===== src/rtl/servo_dec_if.sv =====
// Signal bundle between a servo PWM line source and the servo_pwm_decoder.
`timescale 1ns/1ps
interface servo_dec_if;
  // No backpressure anywhere: valid and range_err are single-cycle strobes that
  // the consumer must sample on the cycle they are high; there is no ready.
  logic        pwm_in;
  logic [17:0] pulse_width;
  logic [1:0]  direction;
  logic        valid;
  logic        range_err;
  logic        timeout;
  logic [1:0]  dbg_state;

  modport master (
    output pwm_in,
    input  pulse_width, direction, valid, range_err, timeout, dbg_state
  );

  modport slave (
    input  pwm_in,
    output pulse_width, direction, valid, range_err, timeout, dbg_state
  );
endinterface


===== src/rtl/servo_pwm_decoder.sv =====
// Measures servo PWM high time and decodes it to 00 rest / 01 left / 11 right.
// Optional glitch filter on the synchronized line: `define SERVO_DEC_GLITCH_FILTER_EN.
`timescale 1ns/1ps
module servo_pwm_decoder #(
  parameter int unsigned MIN_PULSE     = 50000,
  parameter int unsigned MAX_PULSE     = 250000,
  parameter int unsigned LEFT_THRESH   = 175000,
  parameter int unsigned RIGHT_THRESH  = 125000,
  parameter int unsigned TIMEOUT       = 2500000,
  parameter int unsigned GLITCH_CYCLES = 8
) (
  input  logic        clk,
  input  logic        rst,
  servo_dec_if.slave  bus
);
  typedef enum logic [1:0] {ARM = 2'd0, LOW = 2'd1, HIGH = 2'd2} state_t;

  localparam logic [17:0] MIN_W   = 18'(MIN_PULSE);
  localparam logic [17:0] MAX_W   = 18'(MAX_PULSE);
  localparam logic [17:0] SAT_W   = 18'(MAX_PULSE + 1);
  localparam logic [17:0] LEFT_W  = 18'(LEFT_THRESH);
  localparam logic [17:0] RIGHT_W = 18'(RIGHT_THRESH);
  localparam logic [21:0] TO_P    = 22'(TIMEOUT);
  localparam logic [21:0] TO_PM1  = 22'(TIMEOUT - 1);
  // ARM ignores the line until the reset-cleared pipeline holds real samples,
  // otherwise a line high at reset release would look like a fresh rising edge.
  localparam int unsigned SETTLE   = GLITCH_CYCLES + 4;
  localparam int unsigned SETTLE_W = $clog2(SETTLE + 1);
  localparam logic [SETTLE_W-1:0] SETTLE_V = SETTLE_W'(SETTLE);

  logic s1_q, s2_q, line, prev_q, rise, fall;
  logic [SETTLE_W-1:0] settle_q;
  state_t state_q, state_d;
  logic [17:0] w_q, w_d;
  logic [21:0] per_q, per_d;
  logic eval, legal, bad, to_hit;
  logic [17:0] pw_q;
  logic [1:0]  dir_q;
  logic valid_q, rerr_q, to_q;

  always_ff @(posedge clk) begin
    if (rst) begin
      s1_q <= 1'b0;
      s2_q <= 1'b0;
    end else begin
      s1_q <= bus.pwm_in;
      s2_q <= s1_q;
    end
  end

`ifdef SERVO_DEC_GLITCH_FILTER_EN
  localparam int unsigned GW = $clog2(GLITCH_CYCLES + 1);
  logic          filt_q;
  logic [GW-1:0] run_q;
  always_ff @(posedge clk) begin
    if (rst) begin
      filt_q <= 1'b0;
      run_q  <= '0;
    end else if (s2_q == filt_q) begin
      run_q <= '0;
    end else if (run_q == GW'(GLITCH_CYCLES - 1)) begin
      filt_q <= s2_q;
      run_q  <= '0;
    end else begin
      run_q <= run_q + 1'b1;
    end
  end
  assign line = filt_q;
`else
  assign line = s2_q;
`endif

  assign rise = line & ~prev_q;
  assign fall = ~line & prev_q;

  always_comb begin
    state_d = state_q;
    w_d     = w_q;
    eval    = 1'b0;
    case (state_q)
      ARM: begin
        w_d = '0;
        if (settle_q == SETTLE_V && !line) state_d = LOW;
      end
      LOW: begin
        if (rise) begin
          w_d     = 18'd1;
          state_d = HIGH;
        end
      end
      HIGH: begin
        if (fall) begin
          eval    = 1'b1;
          state_d = LOW;
        end else if (w_q != SAT_W) begin
          w_d = w_q + 18'd1;
        end
      end
      default: state_d = ARM;
    endcase
  end

  assign legal  = eval && (w_q >= MIN_W) && (w_q <= MAX_W);
  assign bad    = eval && !legal;
  assign per_d  = rise ? 22'd0 : ((per_q == TO_P) ? per_q : per_q + 22'd1);
  assign to_hit = !rise && (per_q == TO_PM1);

  always_ff @(posedge clk) begin
    if (rst) begin
      prev_q   <= 1'b0;
      settle_q <= '0;
      state_q  <= ARM;
      w_q      <= '0;
      per_q    <= '0;
      pw_q     <= '0;
      dir_q    <= 2'b00;
      valid_q  <= 1'b0;
      rerr_q   <= 1'b0;
      to_q     <= 1'b0;
    end else begin
      prev_q   <= line;
      if (settle_q != SETTLE_V) settle_q <= settle_q + 1'b1;
      state_q  <= state_d;
      w_q      <= w_d;
      per_q    <= per_d;
      valid_q  <= legal;
      rerr_q   <= bad;
      // A legal evaluation outranks a timeout landing in the same cycle.
      if (legal) begin
        pw_q  <= w_q;
        to_q  <= 1'b0;
        dir_q <= (w_q >= LEFT_W) ? 2'b01 : ((w_q <= RIGHT_W) ? 2'b11 : 2'b00);
      end else if (to_hit) begin
        to_q  <= 1'b1;
        dir_q <= 2'b00;
      end
    end
  end

  assign bus.pulse_width = pw_q;
  assign bus.direction   = dir_q;
  assign bus.valid       = valid_q;
  assign bus.range_err   = rerr_q;
  assign bus.timeout     = to_q;
  assign bus.dbg_state   = state_q;
endmodule

===== src/flat_wrapper.sv =====
// flat-port wrapper written by rule: the top's interface ports become plain ports
module servo_pwm_decoder_flat 
#(
  parameter int unsigned MIN_PULSE     = 50000,
  parameter int unsigned MAX_PULSE     = 250000,
  parameter int unsigned LEFT_THRESH   = 175000,
  parameter int unsigned RIGHT_THRESH  = 125000,
  parameter int unsigned TIMEOUT       = 2500000,
  parameter int unsigned GLITCH_CYCLES = 8
)
  (clk, rst, bus_pwm_in, bus_pulse_width, bus_direction, bus_valid, bus_range_err, bus_timeout, bus_dbg_state);
  servo_dec_if bus_i ();
  input  logic clk;
  input  logic rst;
  input wire logic [$bits(bus_i.pwm_in)-1:0] bus_pwm_in;
  output wire logic [$bits(bus_i.pulse_width)-1:0] bus_pulse_width;
  output wire logic [$bits(bus_i.direction)-1:0] bus_direction;
  output wire logic [$bits(bus_i.valid)-1:0] bus_valid;
  output wire logic [$bits(bus_i.range_err)-1:0] bus_range_err;
  output wire logic [$bits(bus_i.timeout)-1:0] bus_timeout;
  output wire logic [$bits(bus_i.dbg_state)-1:0] bus_dbg_state;
  assign bus_i.pwm_in = bus_pwm_in;
  assign bus_pulse_width = bus_i.pulse_width;
  assign bus_direction = bus_i.direction;
  assign bus_valid = bus_i.valid;
  assign bus_range_err = bus_i.range_err;
  assign bus_timeout = bus_i.timeout;
  assign bus_dbg_state = bus_i.dbg_state;
  servo_pwm_decoder #(.MIN_PULSE(MIN_PULSE), .MAX_PULSE(MAX_PULSE), .LEFT_THRESH(LEFT_THRESH), .RIGHT_THRESH(RIGHT_THRESH), .TIMEOUT(TIMEOUT), .GLITCH_CYCLES(GLITCH_CYCLES)) u_core (.clk(clk), .rst(rst), .bus(bus_i));
endmodule

===== config.mk =====
export PLATFORM = sky130hd
export DESIGN_NAME = servo_pwm_decoder_flat
export DESIGN_NICKNAME = d
export VERILOG_FILES = /design/src/rtl/servo_dec_if.sv /design/src/rtl/servo_pwm_decoder.sv /design/src/flat_wrapper.sv
export SDC_FILE = /design/constraint.sdc
export NUM_CORES = 1
export LEC_CHECK = 0
export CORE_ASPECT_RATIO = 1.4
export CORE_UTILIZATION = 58
export DETAILED_ROUTE_END_ITERATION = 8
export PLACE_DENSITY = 0.8
export SLEW_MARGIN = 10
export SYNTH_ARGS = -nofsm -noshare
export SYNTH_HDL_FRONTEND = slang
export SYNTH_SLANG_ARGS = --single-unit

===== constraint.sdc =====
create_clock -name clk -period 2.6 [get_ports clk]
set_input_delay 0.52 -clock clk [delete_from_list [all_inputs] [get_ports clk]]
set_output_delay 0.52 -clock clk [all_outputs]
set_load 0.01 [all_outputs]

==> results.tsv <==
metric	value	unit
arrival	2550	ps
syn_area_per_cell	8.98	µm²
n_fill_cell	453	
r2r-end	u_core.w_q[14]$_SDFFE_PP0P_	
async_flop_share	0	%
initial_core_util	61.4	%
path_cells	inv_1 > ha_1 > and3b_1 > a211o_4 > a21o_4 > or4_4 > a21oi_2	
min_to	u_core.line$_SDFF_PP0_	
die_area	6250	µm²
synth.ff_latch_count	72	
routed_wl	7290	µm
post_cts_resized	0	
finClkSkew	9.29	ps
diodes	0	
postCtsSetupRepairBufs	0	
p_per_area	589	nW/µm²
hp-start	u_core.s1_q$_SDFF_PP0_	
crit_slowest_cell	or4_4	
fin_util	70.3	%
ctsRootBufferMaster	clkbuf_8	
grt_max_degree	23	
ant_nets	0	
rsz0062_at_grt	false	
place_inst	461	
synth-seq-area-share	41.9	%
grtUsageMet3	6.71	%
numCtsBuffers	9	
r2r_start	u_core.bus.dbg_state[0]$_SDFFE_PP0P_	
drv_cap	0	
yosys_warnings	0	
synth_area	3440	µm²
grt_busiest_layer	met2	
die_h	93.1	µm
clockBufferDepth	2	
regToRegSetupSlack	340	ps
synth.largest_area_cell	dfxtp_1	
synth_nets	397	
use_met2	43.6	%
slew_violations	0	
core_area	5610	µm²
met1_usage	29.0	%
dp_hpwl	5050	µm
syn_inst	383	
synth_area_leaders	dfxtp_1, xnor2_1, a22o_1	
min_path_cells	1	
globalplace.congestion	0.909	
max-vdd-ir-drop	0.483	mV
grt_pass1_vias	2872	
crit_path_end_kind	flip-flop	
finalSetupViolations	0	
final_hold_viol_count	0	
hold_path_class	flip-flop to flip-flop	
portBuffers	27	
antenna_found_initial	0	
rows	32	
cp-start-kind	flip-flop	
grt_pass1_wl	12500	µm
drive_gt1_share	8.07	%
synth_cell_types	58	
area.growth.synth_to_final	14.5	%
yosys-top-cells-count	dfxtp_1, nor2_1, xnor2_1	
drt_pass1_iterations	4	
rr_worst_depth	7	
critical_path.max_fanout	19	
vias	2921	
required	2890	ps
nNetsFinal	418	
clock_sinks	72	
max_freq	442	MHz
cp_slowest_stage_delay	520	ps
drtIter0Drc	216	
ys.flop_type	dfxtp_1	
run_status	finished, final reports clean	
clk_pin_slew	80	ps
p_leak	1.32	nW
stdcell_count	477	
worstSetupPathType	flip-flop to flip-flop	
die_w	67.1	µm
cts_tree	yes	
routedWlPerCell	15.3	µm
yosys.area.top_type_share	41.9	%
slew_headroom	59.2	%
drt-vias-per-instance	6.12	
synth_edf_count	0	
cts_hold_buf	0	
yosysMostFrequentCell	dfxtp_1	
io_pins	28	
clock_latency	360	ps
fin_tns_setup	0	ps
tightestPinTransition	608	ps
drc	0	
finalCritPeriodShare	87.0	%
final_area	3940	µm²
finalCriticalPeriod	2260	ps
grt.overflow.total	0	
dpl_cell_area	3730	µm²
cts-htree-levels	3	
globalRouteTotalUtil	26.1	%
final cells by class:
type	count	area, µm²	area share, %
flip-flops and latches	72	1440	36.6
clock buffers	9	124	3.14
clock inverters	7	80.1	2.03
multi-input cells	269	1820	46.2
inverters	18	67.6	1.72
repair buffers	34	323	8.20
well taps	68	85.1	2.16
where the power goes:
part / internal [mW] / switching, mW
Combinational: 0.107 / 0.162
Clock: 0.452 / 0.455
Sequential: 1.12 / 0.0233
Total: 1.68 / 0.640
registers in the layout, indices dropped and copies added, names as in the netlist:
signal,count
u_core.w_q,18
u_core.bus.direction,2
u_core.prev_q,1
u_core.line,1
u_core.bus.dbg_state,2
u_core.bus.timeout,1
u_core.bus.valid,1
u_core.bus.pulse_width,18
u_core.s1_q,1
u_core.bus.range_err,1
u_core.settle_q,4
u_core.per_q,22
worst max-delay path by stage:
stage	start	endpoint	slack, ps
after global placement	u_core.bus.dbg_state[0]$_SDFFE_PP0P_	u_core.w_q[14]$_SDFFE_PP0P_	410
after global routing	u_core.bus.dbg_state[0]$_SDFFE_PP0P_	u_core.w_q[8]$_SDFFE_PP0P_	240
final	u_core.bus.dbg_state[0]$_SDFFE_PP0P_	u_core.w_q[14]$_SDFFE_PP0P_	340
after detailed placement	u_core.bus.dbg_state[0]$_SDFFE_PP0P_	u_core.w_q[5]$_SDFFE_PP0P_	350
after CTS	u_core.bus.dbg_state[0]$_SDFFE_PP0P_	u_core.w_q[14]$_SDFFE_PP0P_	340
after floorplan	u_core.bus.dbg_state[0]$_SDFFE_PP0P_	u_core.w_q[14]$_SDFFE_PP0P_	440
critical path, delay by kind of cell, from the launching register on:
| kind | cells | cell delay (ps) |
|---|---|---|
| AOI/OAI and AO/OA | 3 | 770 |
| buffers and inverters | 1 | 80 |
| adders and majority gates | 1 | 210 |
| and+or+nand+nor | 2 | 740 |
| DFF | 1 | 400 |
placed cells by master (no fill, tap or decap), types with 12 or more instances in the layout:
cell type	count
dfxtp_1	72
nor2_1	36
clkdlybuf4s50_1	27
xnor2_1	19
inv_1	18
nand2_1	18
a21oi_1	18
a22o_1	18
nand3_1	16
nand4_1	12
nor3_1	12
metal layers:
layer  routed length [µm]  vias to the layer above
li1                     -                     1425
met1                 3120                     1391
met2                 3680                       83
met3                  275                       22
met4                  222                        0
met5                    0                        -
per-stage QoR:
step                      total power [mW]  setup WS [ps]  hold slack (ps)
after global placement                1.43            406              418
after global routing                  2.41            245              483
after detailed placement              1.44            352              438
after CTS                             2.33            337              456
after floorplan                       1.36            439              414
final                                 2.32            337              450
cells by family after synthesis:
kind of cell	after synthesis	share of synthesized area [%]
buffers and inverters	42	5.24
adders and majority gates	11	4.00
and+or+nand+nor	153	25.0
muxes	2	0.582
DFF	72	41.9
AOI/OAI and AO/OA	78	16.9
xor gates and xnor gates	25	6.37
No activity file was read; power rests on OpenSTA's default activity.
